$ cat src/rtl/proc_pkg.sv
// Shared types for the parametrised processor control FSM.
// Holds the opcode, state and ALU-function encodings plus a small helper
// that maps an ALU opcode onto the ALU function select.
package proc_pkg;

  // Instruction opcodes carried in the top three bits of the instruction.
  // 3'b110 and 3'b111 are undefined and reported as illegal.
  typedef enum logic [2:0] {
    OP_MV   = 3'b000,
    OP_MVI  = 3'b001,
    OP_ADD  = 3'b010,
    OP_SUB  = 3'b011,
    OP_AND  = 3'b100,
    OP_MVNZ = 3'b101
  } opcode_t;

  typedef enum logic [2:0] {
    S_IDLE,
    S_T0,
    S_T1,
    S_T2,
    S_T3
  } state_t;

  // ALU function select presented to the datapath.
  typedef enum logic [1:0] {
    ALU_ADD = 2'b00,
    ALU_SUB = 2'b01,
    ALU_AND = 2'b10
  } alu_op_t;

  function automatic alu_op_t alu_decode(input opcode_t op);
    case (op)
      OP_SUB:  return ALU_SUB;
      OP_AND:  return ALU_AND;
      default: return ALU_ADD;
    endcase
  endfunction

endpackage

$ cat src/rtl/proc_controller_n_onehot_dec.sv
// Binary-to-one-hot register select decoder.
// Ports:
//   sel    : register index, $clog2(NREG) bits
//   en     : when low the output is all zeros
//   onehot : NREG-bit vector with at most bit [sel] set
module onehot_dec #(
  parameter int NREG = 8
) (
  input  logic [$clog2(NREG)-1:0] sel,
  input  logic                    en,
  output logic [NREG-1:0]         onehot
);

  localparam int RS_W = $clog2(NREG);

  always_comb begin
    for (int i = 0; i < NREG; i++) begin
      onehot[i] = en && (sel == RS_W'(i));
    end
  end

endmodule

$ cat src/rtl/proc_controller_n.sv
// Control FSM for the simple bus-based processor datapath.
// Latches an instruction {opcode, XXX, YYY} from DIN, then sequences the
// register-bus enables, A/G loads, DIN drive and done over T1..T3.
// Ports:
//   clk, resetn     : rising-edge clock, asynchronous active-low reset
//   run             : start request, honoured only in IDLE
//   din             : DIN bus; instruction sampled in T0
//   g_zero          : datapath reports G == 0 (used by MVNZ)
//   r_out / r_in    : one-hot register drive / load enables
//   din_out, a_in, g_in, g_out, alu_op : datapath controls
//   done, illegal   : one-cycle retire / undefined-opcode pulses
//   busy            : FSM not in IDLE
//   instr_cnt       : retired-instruction counter (wraps)
module proc_controller_n
  import proc_pkg::*;
#(
  parameter int NREG  = 8,
  parameter int DW    = 16,
  parameter int CNT_W = 16
) (
  input  logic             clk,
  input  logic             resetn,
  input  logic             run,
  input  logic [DW-1:0]    din,
  input  logic             g_zero,
  output logic [NREG-1:0]  r_out,
  output logic [NREG-1:0]  r_in,
  output logic             din_out,
  output logic             a_in,
  output logic             g_in,
  output logic             g_out,
  output logic [1:0]       alu_op,
  output logic             done,
  output logic             illegal,
  output logic             busy,
  output logic [CNT_W-1:0] instr_cnt
);

  localparam int RS_W = $clog2(NREG);
  localparam int IR_W = 3 + 2 * RS_W;

  state_t               state_q, state_d;
  logic [IR_W-1:0]      ir_q, ir_d;
  logic [CNT_W-1:0]     cnt_q, cnt_d;

  opcode_t              op;
  logic [RS_W-1:0]      xxx, yyy;
  logic                 r_out_en, r_in_en;
  logic [RS_W-1:0]      r_out_sel, r_in_sel;
  alu_op_t              alu_op_e;

  assign op  = opcode_t'(ir_q[IR_W-1 -: 3]);
  assign xxx = ir_q[2*RS_W-1 -: RS_W];
  assign yyy = ir_q[RS_W-1:0];

  // Only the low IR_W bits of DIN form the instruction; upper bits are data.
  if (DW > IR_W) begin : g_din_hi
    logic unused_din_hi;
    assign unused_din_hi = ^din[DW-1:IR_W];
  end

  // NOTE: every signal gets a default before the case, so no path leaves a
  // value unassigned and no latch is inferred.
  always_comb begin
    state_d   = state_q;
    r_out_en  = 1'b0;
    r_out_sel = yyy;
    r_in_en   = 1'b0;
    r_in_sel  = xxx;
    din_out   = 1'b0;
    a_in      = 1'b0;
    g_in      = 1'b0;
    g_out     = 1'b0;
    alu_op_e  = ALU_ADD;
    done      = 1'b0;
    illegal   = 1'b0;

    case (state_q)
      S_IDLE: if (run) state_d = S_T0;
      S_T0:   state_d = S_T1;
      S_T1: begin
        state_d = S_IDLE;
        case (op)
          OP_MV: begin
            r_out_en = 1'b1;
            r_in_en  = 1'b1;
            done     = 1'b1;
          end
          OP_MVI: begin
            din_out = 1'b1;
            r_in_en = 1'b1;
            done    = 1'b1;
          end
          OP_ADD, OP_SUB, OP_AND: begin
            // First operand comes from XXX into A.
            r_out_en  = 1'b1;
            r_out_sel = xxx;
            a_in      = 1'b1;
            state_d   = S_T2;
          end
          OP_MVNZ: begin
            // Retires either way; the move only happens when G is non-zero.
            r_out_en = !g_zero;
            r_in_en  = !g_zero;
            done     = 1'b1;
          end
          default: begin
            illegal = 1'b1;
            done    = 1'b1;
          end
        endcase
      end
      S_T2: begin
        r_out_en = 1'b1;
        g_in     = 1'b1;
        alu_op_e = alu_decode(op);
        state_d  = S_T3;
      end
      S_T3: begin
        g_out   = 1'b1;
        r_in_en = 1'b1;
        done    = 1'b1;
        state_d = S_IDLE;
      end
      default: state_d = S_IDLE;
    endcase
  end

  always_comb begin
    ir_d  = (state_q == S_T0) ? din[IR_W-1:0] : ir_q;
    cnt_d = done ? cnt_q + CNT_W'(1) : cnt_q;
  end

  // NOTE: state registers use non-blocking assignments so every flop samples
  // the pre-edge value of its inputs regardless of process ordering.
  always_ff @(posedge clk or negedge resetn) begin
    if (!resetn) begin
      state_q <= S_IDLE;
      ir_q    <= '0;
      cnt_q   <= '0;
    end else begin
      state_q <= state_d;
      ir_q    <= ir_d;
      cnt_q   <= cnt_d;
    end
  end

  onehot_dec #(.NREG(NREG)) u_dec_out (
    .sel    (r_out_sel),
    .en     (r_out_en),
    .onehot (r_out)
  );

  onehot_dec #(.NREG(NREG)) u_dec_in (
    .sel    (r_in_sel),
    .en     (r_in_en),
    .onehot (r_in)
  );

  assign alu_op    = alu_op_e;
  assign busy      = (state_q != S_IDLE);
  assign instr_cnt = cnt_q;

endmodule

$ cat config.mk
export PLATFORM = sky130hd
export DESIGN_NAME = proc_controller_n
export DESIGN_NICKNAME = d
export VERILOG_FILES = /design/src/rtl/proc_pkg.sv /design/src/rtl/proc_controller_n_onehot_dec.sv /design/src/rtl/proc_controller_n.sv
export SDC_FILE = /design/constraint.sdc
export NUM_CORES = 1
export LEC_CHECK = 0
export BUFFER_PORTS_ARGS = -buffer_cell sky130_fd_sc_hd__buf_2
export CAP_MARGIN = 20
export CORE_UTILIZATION = 34
export DETAILED_ROUTE_END_ITERATION = 7
export REMOVE_ABC_BUFFERS = 1
export SYNTH_ARGS = -nofsm -noshare
export SYNTH_HDL_FRONTEND = slang
export SYNTH_SLANG_ARGS = --single-unit
$ cat constraint.sdc
create_clock -name clk -period 1.9 [get_ports clk]
set_input_delay 0.38 -clock clk [delete_from_list [all_inputs] [get_ports clk]]
set_output_delay 0.38 -clock clk [all_outputs]
set_load 0.005 [all_outputs]
==> run_summary.xml <==
<?xml version="1.0" encoding="UTF-8"?>
<metrics>
  <group name="run_status">
    <metric name="outcome" unit="">finished with violations</metric>
    <metric name="violated_checks" unit="">design-rule violations, negative setup slack</metric>
  </group>
  <group name="finish">
    <metric name="drive_above_1_share" unit="">0.506</metric>
    <metric name="p_r_area_growth_vs_syn" unit="%">42.4</metric>
    <metric name="fin_area" unit="um2">2320</metric>
    <metric name="antenna_cells_inserted" unit="">0</metric>
    <metric name="num-nets-final" unit="">255</metric>
    <metric name="fin_cells" unit="">285</metric>
  </group>
  <group name="yosys">
    <metric name="yosys_warnings" unit="">0</metric>
    <metric name="top_cells_by_area_in_the_synthesized_netlist" unit="">sky130_fd_sc_hd__dfrtp_1 (43%), sky130_fd_sc_hd__xor2_1 (8.0%), sky130_fd_sc_hd__mux2_2 (7.6%)</metric>
    <metric name="synthArstFlopShare" unit="">1.00</metric>
    <metric name="synth_common_cells" unit="">sky130_fd_sc_hd__dfrtp_1 (28), sky130_fd_sc_hd__nor3_1 (20), sky130_fd_sc_hd__xor2_1 (15)</metric>
    <metric name="synth-seq-cells" unit="">28</metric>
    <metric name="synth_largest_area_cell" unit="">sky130_fd_sc_hd__dfrtp_1</metric>
    <metric name="yosys.cell_count.top_type" unit="">sky130_fd_sc_hd__dfrtp_1</metric>
    <metric name="synth_top_area_frac" unit="">0.429</metric>
    <metric name="synth-edff-count" unit="">0</metric>
    <metric name="syn-instance-count" unit="">162</metric>
    <metric name="synth-seq-area-share" unit="">0.429</metric>
    <metric name="cell_variety_after_synth" unit="">44</metric>
    <metric name="synth_flop_cell" unit="">sky130_fd_sc_hd__dfrtp_1</metric>
    <metric name="synthesis.area_per_instance" unit="um2">10.1</metric>
    <metric name="synthesis.area" unit="um2">1630</metric>
  </group>
  <group name="worst_setup_path">
    <metric name="crit_family" unit="">flip-flops</metric>
    <metric name="cells_along_the_critical_path" unit="">buf_6, nor3b_4, o21ai_4, mux2_4, nor3_2, buf_2</metric>
    <metric name="critical_path.max_stage_delay" unit="ps">430</metric>
    <metric name="crit_path_class" unit="">flip-flop to output pin</metric>
    <metric name="worst_ep_required" unit="ps">1520</metric>
    <metric name="timing.critical_path.from_type" unit="">flip-flop</metric>
    <metric name="timing.critical_path.to_type" unit="">output pin</metric>
    <metric name="worstPathMaxFanout" unit="">5</metric>
    <metric name="cp_num_buf_inv" unit="">2</metric>
    <metric name="cp_data_arrival_time" unit="ps">1830</metric>
    <metric name="slowest_stage" unit="">sky130_fd_sc_hd__dfrtp_1</metric>
  </group>
  <group name="cts">
    <metric name="cts_sinks" unit="">28</metric>
    <metric name="clock_tree_from_tritoncts" unit="">built</metric>
    <metric name="tritoncts.num_buffers" unit="">3</metric>
    <metric name="cts-htree-levels" unit="">1</metric>
    <metric name="cts-root-to-sink-buffers" unit="">2</metric>
    <metric name="cts_root_buf" unit="">sky130_fd_sc_hd__clkbuf_8</metric>
    <metric name="reg_clk_slew_reported_paths" unit="ps">90</metric>
    <metric name="clock_insertion_delay_worst_skew" unit="ps">270</metric>
  </group>
  <group name="place">
    <metric name="placed_wire_length_estimate_after_detailed_placement" unit="mm">2.81</metric>
    <metric name="dp.cells" unit="">278</metric>
    <metric name="placement.io_buffers" unit="">53</metric>
    <metric name="detailed_place.area" unit="um2">2050</metric>
    <metric name="place.gp.congestion" unit="">0.756</metric>
  </group>
  <group name="drt">
    <metric name="drt_pre_antenna_iters" unit="">7</metric>
    <metric name="initialDrtViolationCount" unit="">76</metric>
    <metric name="detail_route.wl_per_cell" unit="um">13.2</metric>
    <metric name="route.detailed.drc" unit="">3</metric>
    <metric name="drt-vias-per-instance" unit="">5.07</metric>
    <metric name="drtAntennaViolNets" unit="">0</metric>
    <metric name="vias" unit="">1445</metric>
    <metric name="drt_wirelength" unit="mm">3.77</metric>
  </group>
  <group name="run">
    <metric name="max_cap_violations" unit="">0</metric>
  </group>
  <group name="global_routing">
    <metric name="largest_net_degree_at_the_start_of_global_routing" unit="">29</metric>
    <metric name="initial_antenna_violation_count" unit="">0</metric>
    <metric name="global_route_wire_length_before_repair" unit="mm">6.38</metric>
    <metric name="first_global_vias" unit="">1388</metric>
    <metric name="global_route.usage.total" unit="">0.155</metric>
    <metric name="grt_overflow_total" unit="">0</metric>
  </group>
  <group name="timing">
    <metric name="timing.clock.skew" unit="ps">2.67</metric>
    <metric name="fin_tns_setup" unit="ps">-3230</metric>
    <metric name="timing_worst_slew_pin_value" unit="ps">629</metric>
    <metric name="max_slew_margin" unit="">0.581</metric>
    <metric name="report.final.setup_viol" unit="">18</metric>
    <metric name="final_max_slew_viol_count" unit="">0</metric>
    <metric name="fmax" unit="MHz">452</metric>
    <metric name="fin_crit_sh" unit="">1.17</metric>
    <metric name="count_of_endpoints_failing_hold_in_the_final_timing_report" unit="">0</metric>
    <metric name="setup_slack" unit="ps">-314</metric>
    <metric name="layout_min_cycle_time" unit="ps">2210</metric>
    <metric name="unrepaired_setup_endpoints_after_global_routing" unit="">yes</metric>
  </group>
  <group name="power">
    <metric name="ir_drop" unit="V">0.000560</metric>
    <metric name="power_leakage" unit="nW">1.20</metric>
    <metric name="power_density" unit="nW/um2">1400</metric>
  </group>
  <group name="die">
    <metric name="floorplan.die_area" unit="um2">5080</metric>
    <metric name="core-area" unit="um2">4470</metric>
    <metric name="floorplan.initialDensity" unit="">0.365</metric>
    <metric name="dieHeight" unit="um">71.3</metric>
    <metric name="chipWidth" unit="um">71.3</metric>
    <metric name="top_level_ports" unit="">61</metric>
    <metric name="placementRows" unit="">24</metric>
  </group>
  <group name="worst_hold_path">
    <metric name="min_path_type" unit="">input port to asynchronous set/reset pin</metric>
  </group>
</metrics>
## state kept, by name, indices dropped and copies added (netlist names)
register / cells
state_q: 3
instr_cnt: 16
ir_q: 9
## through the flow
step | power [W] | hold WS (ps) | util | setup slack [ps]
after floorplan | 0.00189 | 84.4 | - | -141
after global placement | 0.00251 | 439 | 0.459 | -89.6
after detailed placement | 0.00252 | 444 | 0.459 | -76.7
after CTS | 0.00307 | 139 | 0.490 | -293
after global routing | 0.00351 | 154 | 0.520 | -429
final | 0.00326 | 118 | 0.520 | -314
## timing repair
item | in CTS | in global routing
endpoints found under the setup margin | 18 | 34
resized for setup | 16 | 26
pin swaps | 8 | 12
hold buffers | 0 | 0
buffers inserted | 3 | 0
## cell families after synthesis
kind of cell | share of synthesized area
DFF | 0.429
and+or+nand+nor | 0.291
muxes | 0.0973
buffers and inverters | 0.0283
xor gates and xnor gates | 0.0805
adders and majority gates | 0.00766
AOI/OAI and AO/OA | 0.0659
## area by class of cell
class,instances,area [um2]
flip-flops and latches,28,701
inverters,2,7.51
repair buffers,73,447
fillers,429,2150
clock buffers,4,55.1
multi-input cells,126,1050
well taps,52,65.1
## layer usage
metal | global-route usage | wire length (um) | share of wire
met3 | 0.0267 | 126 | 0.033
met2 | 0.255 | 1860 | 0.49
met5 | 0 | 0 | 0
met1 | 0.216 | 1760 | 0.47
met4 | 0.0267 | 27 | 0.0072
## power by group
group	switching, W	internal, W
clock network	0.000176	0.000185
logic	0.000923	0.000994
registers	0.000216	0.000767
total	0.00131	0.00195
## worst paths after layout
check	startpoint	end	slack, ps	cells after the start
max reg2reg	ir_q[7]	instr_cnt[12]	40	7
min in group clk	din[2]	ir_q[2]	330	3
max	ir_q[7]	r_out[5]	-310	6
min	resetn	instr_cnt[10]	120	1
min reg2reg	instr_cnt[15]	instr_cnt[15]	470	1
max in group asynchronous	resetn	instr_cnt[7]	1370	1
## cell usage in the layout, fill, tap and decap left out, types with 2 or more instances in the layout
cell type                  Yosys  final
sky130_fd_sc_hd__and2b_2       1      2
sky130_fd_sc_hd__and3_1        3      3
sky130_fd_sc_hd__buf_2         3     53
sky130_fd_sc_hd__buf_4         1     14
sky130_fd_sc_hd__buf_6         1      5
sky130_fd_sc_hd__clkbuf_8      0      4
sky130_fd_sc_hd__dfrtp_1      28     28
sky130_fd_sc_hd__inv_1         2      2
sky130_fd_sc_hd__mux2_2       11      9
sky130_fd_sc_hd__mux2_4        1      3
sky130_fd_sc_hd__mux2i_1       2      2
sky130_fd_sc_hd__nand2_1       9      9
sky130_fd_sc_hd__nand2b_1      7      7
sky130_fd_sc_hd__nand3_1       4      4
sky130_fd_sc_hd__nand4_1       5      5
sky130_fd_sc_hd__nor2_1       12     11
sky130_fd_sc_hd__nor2_4        1      2
sky130_fd_sc_hd__nor2b_1       4      3
sky130_fd_sc_hd__nor3_1       20     13
sky130_fd_sc_hd__nor3_2        0      6
sky130_fd_sc_hd__nor3b_4       0      2
sky130_fd_sc_hd__o21ai_0       4      2
sky130_fd_sc_hd__o21ai_2       1      2
sky130_fd_sc_hd__xor2_1       15     15
No activity file was read; power rests on OpenSTA's default activity.
